**src/rtl/conv_pkg.sv**
```systemverilog
// Shared definitions for the convolution MAC pipeline and its line-buffer neighbours:
// accumulator sizing, weight-load FSM states and the quantizer shift width.
package conv_pkg;

    localparam int SHIFT_W = 5;

    typedef enum logic [1:0] {
        ST_IDLE = 2'd0,
        ST_LOAD = 2'd1,
        ST_RUN  = 2'd2
    } conv_state_t;

    // Wide enough for N products of unsigned pixel x signed weight plus bias.
    function automatic int acc_width(input int data_w, input int weight_w, input int n);
        return data_w + weight_w + 1 + $clog2(n);
    endfunction

endpackage

```
**src/rtl/conv_quant.sv**
```systemverilog
// Combinational quantizer: arithmetic right shift, ReLU at zero, clamp to the
// unsigned pixel range with a saturation flag.
module conv_quant
    import conv_pkg::*;
#(
    parameter int DATA_WIDTH = 8,
    parameter int ACC_WIDTH  = 21
) (
    input  logic signed [ACC_WIDTH-1:0] acc_i,
    input  logic [SHIFT_W-1:0]          shift_i,
    output logic [DATA_WIDTH-1:0]       q_o,
    output logic                        sat_o
);

    // Returns {sat, value}.
    function automatic logic [DATA_WIDTH:0] relu_sat(input logic signed [ACC_WIDTH-1:0] v);
        logic signed [ACC_WIDTH-1:0] max_v;
        max_v = $signed({{(ACC_WIDTH-DATA_WIDTH){1'b0}}, {DATA_WIDTH{1'b1}}});
        if (v[ACC_WIDTH-1]) begin
            return '0;
        end
        if (v > max_v) begin
            return {1'b1, {DATA_WIDTH{1'b1}}};
        end
        return {1'b0, v[DATA_WIDTH-1:0]};
    endfunction

    logic signed [ACC_WIDTH-1:0] shifted;
    logic [DATA_WIDTH:0]         res;

    assign shifted = acc_i >>> shift_i;
    assign res     = relu_sat(shifted);
    assign sat_o   = res[DATA_WIDTH];
    assign q_o     = res[DATA_WIDTH-1:0];

endmodule

```
**src/rtl/conv_mac_pipe.sv**
```systemverilog
// Four-stage convolution MAC: products, row sums, total+bias, quantized output.
// Weights are loaded serially into a shadow bank and committed atomically.
module conv_mac_pipe
    import conv_pkg::*;
#(
    parameter int DATA_WIDTH         = 8,
    parameter int KERNEL_ROW_SIZE    = 3,
    parameter int KERNEL_COLUMN_SIZE = 3,
    parameter int WEIGHT_WIDTH       = 8,
    localparam int N         = KERNEL_ROW_SIZE * KERNEL_COLUMN_SIZE,
    localparam int ACC_WIDTH = acc_width(DATA_WIDTH, WEIGHT_WIDTH, N)
) (
    input  logic                    clk,
    input  logic                    rst,
    input  logic [N*DATA_WIDTH-1:0] in_matrix,
    input  logic                    valid_in,
    input  logic                    load_start,
    input  logic [WEIGHT_WIDTH-1:0] weight_in,
    input  logic                    weight_valid,
    input  logic [ACC_WIDTH-1:0]    bias_in,
    input  logic [SHIFT_W-1:0]      shift,
    output logic [DATA_WIDTH-1:0]   out_point,
    output logic                    valid_out,
    output logic                    sat_flag,
    output logic                    load_busy,
    output logic                    drop_pulse
);

    localparam int CNT_W = (N > 1) ? $clog2(N) : 1;

    conv_state_t                    state_q;
    logic [CNT_W-1:0]               count_q;
    logic                           bank_q;
    logic signed [WEIGHT_WIDTH-1:0] shadow_q [N];
    logic signed [WEIGHT_WIDTH-1:0] shadow_d [N];
    logic signed [WEIGHT_WIDTH-1:0] active_q [N];
    logic signed [ACC_WIDTH-1:0]    sbias_q, sbias_d, abias_q;
    logic [SHIFT_W-1:0]             sshift_q, sshift_d, ashift_q;

    logic [CNT_W-1:0] wr_idx;
    logic             wr_en;
    logic             commit;
    logic             accept;

    // A write on the last index folds into the committed bank on the same edge.
    always_comb begin
        wr_idx   = load_start ? '0 : count_q;
        wr_en    = weight_valid && (load_start || (state_q == ST_LOAD));
        commit   = wr_en && (wr_idx == CNT_W'(N-1));
        sbias_d  = load_start ? $signed(bias_in) : sbias_q;
        sshift_d = load_start ? shift : sshift_q;
        for (int k = 0; k < N; k++) begin
            shadow_d[k] = shadow_q[k];
        end
        if (wr_en) begin
            shadow_d[wr_idx] = weight_in;
        end
    end

    always_ff @(posedge clk) begin
        if (rst) begin
            state_q  <= ST_IDLE;
            count_q  <= '0;
            bank_q   <= 1'b0;
            sbias_q  <= '0;
            sshift_q <= '0;
            abias_q  <= '0;
            ashift_q <= '0;
            for (int k = 0; k < N; k++) begin
                shadow_q[k] <= '0;
                active_q[k] <= '0;
            end
        end else begin
            sbias_q  <= sbias_d;
            sshift_q <= sshift_d;
            for (int k = 0; k < N; k++) begin
                shadow_q[k] <= shadow_d[k];
            end
            if (commit) begin
                for (int k = 0; k < N; k++) begin
                    active_q[k] <= shadow_d[k];
                end
                abias_q  <= sbias_d;
                ashift_q <= sshift_d;
                bank_q   <= 1'b1;
                state_q  <= ST_RUN;
                count_q  <= '0;
            end else if (load_start) begin
                state_q <= ST_LOAD;
                count_q <= wr_en ? CNT_W'(1) : '0;
            end else if (wr_en) begin
                count_q <= count_q + 1'b1;
            end
        end
    end

    assign accept     = valid_in && bank_q;
    assign drop_pulse = valid_in && !bank_q && !rst;
    assign load_busy  = (state_q == ST_LOAD);

    function automatic logic signed [ACC_WIDTH-1:0] mac_prod(
        input logic [DATA_WIDTH-1:0]          pix,
        input logic signed [WEIGHT_WIDTH-1:0] w
    );
        logic signed [ACC_WIDTH-1:0] p_ext;
        logic signed [ACC_WIDTH-1:0] w_ext;
        p_ext = $signed({{(ACC_WIDTH-DATA_WIDTH){1'b0}}, pix});
        w_ext = ACC_WIDTH'(w);
        return p_ext * w_ext;
    endfunction

    logic                        vld_p1_q, vld_p2_q, vld_p3_q, vld_p4_q;
    logic signed [ACC_WIDTH-1:0] prod_p1_q [N];
    logic signed [ACC_WIDTH-1:0] rsum_d    [KERNEL_ROW_SIZE];
    logic signed [ACC_WIDTH-1:0] rsum_p2_q [KERNEL_ROW_SIZE];
    logic signed [ACC_WIDTH-1:0] total_d, total_p3_q;
    logic signed [ACC_WIDTH-1:0] bias_p1_q, bias_p2_q;
    logic [SHIFT_W-1:0]          shift_p1_q, shift_p2_q, shift_p3_q;
    logic [DATA_WIDTH-1:0]       q_d, out_p4_q;
    logic                        sat_d, sat_p4_q;

    always_comb begin
        for (int r = 0; r < KERNEL_ROW_SIZE; r++) begin
            rsum_d[r] = '0;
            for (int c = 0; c < KERNEL_COLUMN_SIZE; c++) begin
                rsum_d[r] = rsum_d[r] + prod_p1_q[r*KERNEL_COLUMN_SIZE + c];
            end
        end
        total_d = bias_p2_q;
        for (int r = 0; r < KERNEL_ROW_SIZE; r++) begin
            total_d = total_d + rsum_p2_q[r];
        end
    end

    conv_quant #(
        .DATA_WIDTH (DATA_WIDTH),
        .ACC_WIDTH  (ACC_WIDTH)
    ) u_quant (
        .acc_i   (total_p3_q),
        .shift_i (shift_p3_q),
        .q_o     (q_d),
        .sat_o   (sat_d)
    );

    always_ff @(posedge clk) begin
        if (rst) begin
            vld_p1_q <= 1'b0;
            vld_p2_q <= 1'b0;
            vld_p3_q <= 1'b0;
            vld_p4_q <= 1'b0;
            out_p4_q <= '0;
            sat_p4_q <= 1'b0;
        end else begin
            vld_p1_q <= accept;
            vld_p2_q <= vld_p1_q;
            vld_p3_q <= vld_p2_q;
            vld_p4_q <= vld_p3_q;
            // S4: quantized result, held between valid cycles
            if (vld_p3_q) begin
                out_p4_q <= q_d;
                sat_p4_q <= sat_d;
            end
        end
    end

    always_ff @(posedge clk) begin
        // S1: products against the active bank; bias/shift travel with the window
        for (int k = 0; k < N; k++) begin
            prod_p1_q[k] <= mac_prod(in_matrix[k*DATA_WIDTH +: DATA_WIDTH], active_q[k]);
        end
        bias_p1_q  <= abias_q;
        shift_p1_q <= ashift_q;
        // S2: per-row sums
        for (int r = 0; r < KERNEL_ROW_SIZE; r++) begin
            rsum_p2_q[r] <= rsum_d[r];
        end
        bias_p2_q  <= bias_p1_q;
        shift_p2_q <= shift_p1_q;
        // S3: total plus bias
        total_p3_q <= total_d;
        shift_p3_q <= shift_p2_q;
    end

    assign valid_out = vld_p4_q;
    assign out_point = out_p4_q;
    assign sat_flag  = sat_p4_q;

endmodule

```
**config.mk**
```make
export PLATFORM = sky130hd
export DESIGN_NAME = conv_mac_pipe
export DESIGN_NICKNAME = d
export VERILOG_FILES = /design/src/rtl/conv_pkg.sv /design/src/rtl/conv_quant.sv /design/src/rtl/conv_mac_pipe.sv
export SDC_FILE = /design/constraint.sdc
export NUM_CORES = 2
export LEC_CHECK = 0
export CORE_ASPECT_RATIO = 0.8
export CORE_MARGIN = 1
export CORE_UTILIZATION = 35
export DETAILED_ROUTE_END_ITERATION = 8
export GPL_TIMING_DRIVEN = 0
export PLACE_DENSITY_LB_ADDON = 0.1
export SLEW_MARGIN = 15
export SYNTH_ARGS = -nofsm -noshare
export SYNTH_HDL_FRONTEND = slang
export SYNTH_SLANG_ARGS = --single-unit
export TNS_END_PERCENT = 100
```
**constraint.sdc**
```tcl
create_clock -name clk -period 4.4 [get_ports clk]
set_clock_uncertainty 0.1 [all_clocks]
set_input_delay 0.88 -clock clk [delete_from_list [all_inputs] [get_ports clk]]
set_output_delay 0.88 -clock clk [all_outputs]
set_load 0.05 [all_outputs]
```
# Word level (Yosys, flattened, before mapping)
# Memories as Yosys holds them, arrays and structs flattened.
# Index checks and enable logic that the tools add are counted.
# totals
mem_count,4
ff_bits,150
input_bits,111
out_inout_bits,12
mem_bits_rw,396
# mem_list
memory,words,width,read_ports,rd_clocked_by_memory_dff,write_ports,line_no,source
prod_p1_q,9,21,9,0,9,conv_mac_pipe.sv:113,logic signed [ACC_WIDTH-1:0] prod_p1_q [N];
active_q,9,8,9,0,9,conv_mac_pipe.sv:36,logic signed [WEIGHT_WIDTH-1:0] active_q [N];
shadow_q,9,8,9,0,9,conv_mac_pipe.sv:34,logic signed [WEIGHT_WIDTH-1:0] shadow_q [N];
rsum_p2_q,3,21,3,0,3,conv_mac_pipe.sv:115,logic signed [ACC_WIDTH-1:0] rsum_p2_q [KERNEL_ROW_SIZE];
# op_classes
order_cmp,3
add_sub_neg,10
n_bitwise,19
n_shift,1
n_mux,43
n_reduce_logical,12
n_mul,9
eq_ne,2
# ops
operator,n
$add A21 B21 Y21,9
$mul A9 B8 Y17,9
$mux W8,19
$bwmux W72,1
$mux W72,1
$mux W9,4
$demux W8 S4,1
$gt A21 B9 Y1 const B,1
$mux W21,1
$sshr A21 B5 Y21,1
$or A1 B1 Y1,18
$mux W4,3
$mux W1,10
$logic_and A1 B1 Y1,6
$ge A5 B5 Y1 const B,1
$lt A5 B1 Y1 const B,1
$mux W5,1
$not A4 Y5,1
$add A4 B1 Y4 const B,1
$eq A4 B4 Y1 const B,1
$mux W2,2
$reduce_bool A2 Y1,2
$eq A2 B1 Y1 const B,1
$logic_not A1 Y1,2
other kinds (2),2

# Depth between registers and ports, before layout
# depth
ltp_word,9
mapped_depth,19
ltp_nobuf,19

# Modules after synthesis
# From an unflattened synthesis, not the netlist that was laid out.
# hier_totals
cells_unflattened,3901
hier_area_um2,39046.2
# by_module_without_submodules
module,cells_each,n_inst,area_each_um2
conv_mac_pipe,3746,1,37818.8
conv_quant,155,1,1227.4

# Least setup slack after synthesis
# Ideal clock, no wire load.
# synth_timing
path_type,input to register
start,input port in_matrix[15]
end,"memory prod_p1_q[1][20], in the netlist prod_p1_q[0][41]"
slack_ps,-229
path_stages,14
n_path_buf,0
t_arrival_ps,4408
path_cell_list,and2_1 > fa_1 > fa_1 > fa_1 > inv_1 > fa_1 > inv_1 > ha_1 > or3_1 > o21ai_0 > a21oi_1 > a211oi_1 > a21oi_1 > xnor2_1
# synth_rtl
element,line_no,source
from (decl),conv_mac_pipe.sv:15,"input logic [N*DATA_WIDTH-1:0] in_matrix,"
to (decl),conv_mac_pipe.sv:113,

==> impl_results.md <==
- Core Rows: 108
- # IOs: 123
- Maxcap violations: 0
- Critical path fanouts, max: 8
- Worst slew pin tran: 1.207 ns
- Yosys reg bits: 502
- Clk Latency, worst-skew pair: 0.63 ns
- Simple-gate area share of the yosys netlist: 14.71%
- Max Root-Sink Buffers: 3
- XOR/XNOR Fraction of Synth Area: 3.892%
- Post-place setup slack: -1.384 ns
- NetSw: 11.24 mW
- Post-DP HPWL: 78.38 mm
- Setup violators final: 5
- TritonCTS Sinks: 502
- Synth cell types: 71
- GR Overflow Total: 0
- Global Route Usage Sum: 18.02%
- Seq/Total Area, Yosys: 27.99%
- HP Class: reg -> reg
- Final period util: 100.5%
- Synth Area in Compound Gates: 6.464%
- Layout Utilization: 41.99%
- Core Area: 108800 um2
- 1st-iter DRT viols: 1202
- Die width: 372.7 um
- Worst-path cell chain: clkdlybuf4s15_2, and2_1, fa_1, fa_1, fa_1, inv_1, fa_1, inv_2, ha_4, or2_4, a21oi_2, a21oi_2, a211oi_2, a21oi_2, xnor2_2
- Total CTS buffers: 58
- Sw Share: 42.51%
- PortBufs: 112
- RSZ-0062 raised after global routing: yes
- Nets: 5113
- Cells after Synth: 3817
- Arrival @ worst endpoint: 4.84 ns
- Logic gate share of total power: 56.7%
- Number of global-route vias before repair: 26418
- Root Buffer: clkbuf_16
- Reg2reg setup slack: -0.02 ns
- Leak pwr: 21.21 nW
- CTS clk-pin slew, worst paths: 0.07 ns
- Number of remaining DRC errors: 0
- Synth-to-layout area growth: 18.69%
- Detailed-route via count: 26031
- Share of cells above drive strength 1: 14.52%
- Die area: 111300 um2
- Max stage delay on crit path: 0.52 ns
- Syn avg cell area: 10.08 um2
- Max frequency: 226.2 MHz
- Die height: 298.6 um
- Critical Path RT: 4.81 ns
- Detail Route Antenna Nets: 0
- Max-slew violation count: 0
- TritonCTS clock tree: built
- Depth of the CTS H-tree: 2
- Primary FF master, synth: dfxtp_1
- Power per Cell Area: 578.8 nW/um2
- Min Tclk post-route: 4.421 ns
- Largest family of logic cells by synthesized area: adder cells
- Crit start category: input port
- Post-synth net total: 4814
- Adder-cell area share of the yosys netlist: 37.14%
- Number of vias per cell: 4.651
- Synth warnings: 0
- CP max stage cell: fa_1
- Critical path class: in -> reg
- Run status: complete, but fails checks
- Async SR Flop Fraction: 0%
- DR WL/cell: 17.68 um
- Cell-internal power: 15.20 mW
- Starting Density: 35.38%
- Initial antenna violation count: 6
- Max-slew headroom: 19.02%
- Largest net degree at the start of global routing: 29
- Mux cell area share after synthesis: 3.632%
- Post-synth EDFFs: 72
- Violated checks: setup timing
- Final hold violations: 0
- Routability congestion estimate: 0.8329
- Syn Std Cell Area: 38480 um2
- Power share of the sequential group: 24.7%
- TritonRoute pass-1 iters: 5
- CP endpoint kind: flip-flop
- Final wirelength: 98.97 mm
- Crit-path most repeated cell: fa_1
- Final WS setup: -0.02111 ns
- # fillers: 10712
- Hold buffer count at cts: 0
- Clock share of power: 18.6%
- Peak VDD IR: 0.6001 mV
- First-pass GRT wire length: 155.5 mm
==> critical path, delay by kind of cell <==
kind | cells | cell delay [ns]
buffers and inverters | 3 | 0.36
XOR/XNOR | 1 | 0.24
adder cells (fa/ha/maj) | 5 | 2.29
AND/OR/NAND/NOR | 2 | 0.45
AO/OA/AOI/OAI | 4 | 0.62
==> stage by stage <==
stage | instance area, um2 | setup TNS [ns] | hold slack [ns] | instances | total power, mW
floorplan | 38820 | -0.1430 | 0.2096 | 3817 | 16.78
global placement | 41730 | -193.88 | 0.2097 | 5359 | 20.91
detailed placement | 41790 | -65.61 | 0.2121 | 5361 | 20.85
CTS | 44530 | -0.1695 | 0.2135 | 5538 | 26.11
global route | 45670 | -1.537 | 0.2282 | 5596 | 28.67
finish | 45670 | -0.04955 | 0.2140 | 5597 | 26.44
==> registers in the layout (all words and copies together), names as in the netlist <==
register,count
shadow_q,64
count_q,4
bank_q,1
sshift_q,5
prod_p1_q,153
active_q,72
rsum_p2_q,63
valid_out,1
sbias_q,21
sat_flag,1
shift_p2_q,5
vld_p1_q,1
total_p3_q,21
shift_p1_q,5
state_q,2
bias_p2_q,21
shift_p3_q,5
ashift_q,5
vld_p3_q,1
out_point,8
vld_p2_q,1
abias_q,21
bias_p1_q,21
==> cells in the final DEF, fill, tap and decap left out, drive strengths merged, types with 9 or more instances in the layout <==
cell type      instances
nand2b                64
inv                  578
nor4                   9
o21ai                 52
o31ai                 19
nor3                  39
fa                   427
nor2                 303
o21a                  32
or3                   16
clkdlybuf4s15         36
xnor2                148
and3                  16
clkdlybuf4s50         40
nand2                217
edfxtp                72
a211oi                40
nand3                 28
dfxtp                430
buf                  153
mux2i                110
and2                 363
a21oi                141
o211ai                13
nor2b                 35
or2                   18
mux4                  13
a21o                  27
clkbuf               139
xor2                  23
a31oi                 11
clkinv                17
ha                   459
==> cells in the mapped netlist (8+ instances only) <==
master / number / share of area, %
inv_1: 572 / 5.6
ha_1: 459 / 15
dfxtp_1: 430 / 22
fa_1: 427 / 22
and2_1: 363 / 5.9
nor2_1: 303 / 3.0
nand2_1: 216 / 2.1
xnor2_1: 148 / 3.4
a21oi_1: 141 / 1.8
mux2i_1: 110 / 2.9
edfxtp_1: 72 / 5.6
nand2b_1: 64 / 1.0
o21ai_0: 48 / 0.62
a211oi_1: 40 / 0.78
clkbuf_1: 40 / 0.39
nor3_1: 39 / 0.51
nor2b_1: 35 / 0.57
o21a_1: 32 / 0.62
nand3_1: 28 / 0.36
a21o_1: 27 / 0.53
xor2_1: 23 / 0.52
o31ai_1: 19 / 0.37
or2_2: 18 / 0.29
and3_1: 16 / 0.26
or3_1: 16 / 0.26
o211ai_1: 13 / 0.25
mux4_2: 12 / 0.70
a31oi_1: 11 / 0.18
buf_2: 11 / 0.14
nor4_1: 8 / 0.13
==> layout make-up <==
type / instances / area, um2 / area share [%]
multi-input cells: 2687 / 26610 / 58.27
flip-flops and latches: 502 / 10770 / 23.58
inverters: 572 / 2163 / 4.736
repair buffers: 239 / 2112 / 4.624
well taps: 1430 / 1789 / 3.917
clock buffers: 79 / 1714 / 3.753
clock inverters: 31 / 266.5 / 0.5835
plain buffers: 56 / 241.5 / 0.5287
diodes: 1 / 2.502 / 0.005479
==> layer usage <==
layer  share of wire [%]  GRT usage (%)  up-vias
met4                 1.4          3.266        2
met3                 3.5          2.331       82
met2                  42          26.89      309
met5              0.0091              0        -
met1                  53          27.77    12732
li1                    -              -    12906
==> logic make-up (layout without fill, tap and decap cells) <==
logic type                 Yosys count  count (layout)
xor gates and xnor gates           171             171
other                                0               1
DFF                                502             502
buffers and inverters              628             977
and+or+nand+nor                   1121            1121
muxes                              123             123
adders and majority gates          886             886
AOI/OAI and AO/OA                  386             386
==> power by group through the flow <==
| stage | clock (mW) | sequential (mW) | combinational [mW] |
|---|---|---|---|
| 6_report | 4.93 | 6.53 | 15.0 |
| 5_1_grt | 5.25 | 6.64 | 16.8 |
| 3_3_place_gp | 0 | 6.68 | 14.2 |
| 4_1_cts | 5.06 | 6.56 | 14.5 |
| 2_1_floorplan | 0 | 6.26 | 10.5 |
| 3_5_place_dp | 0 | 6.68 | 14.2 |
==> path summary, 6_finish.rpt <==
kind	end	from	cells past startpoint
min reg2reg	bias_p2_q[7]	bias_p1_q[7]	0
max	prod_p1_q[0][83]	in_matrix[31]	15
min	bias_p2_q[7]	bias_p1_q[7]	0
max reg2reg	prod_p1_q[0][83]	active_q[0][29]	14
==> what timing repair did <==
action / CTS / global route
buffers inserted: 67 / 60
resized for setup: 228 / 250
pin swaps: 46 / 140
endpoints found under the setup margin: 56 / 45
Power figures use the tool's default switching activity.
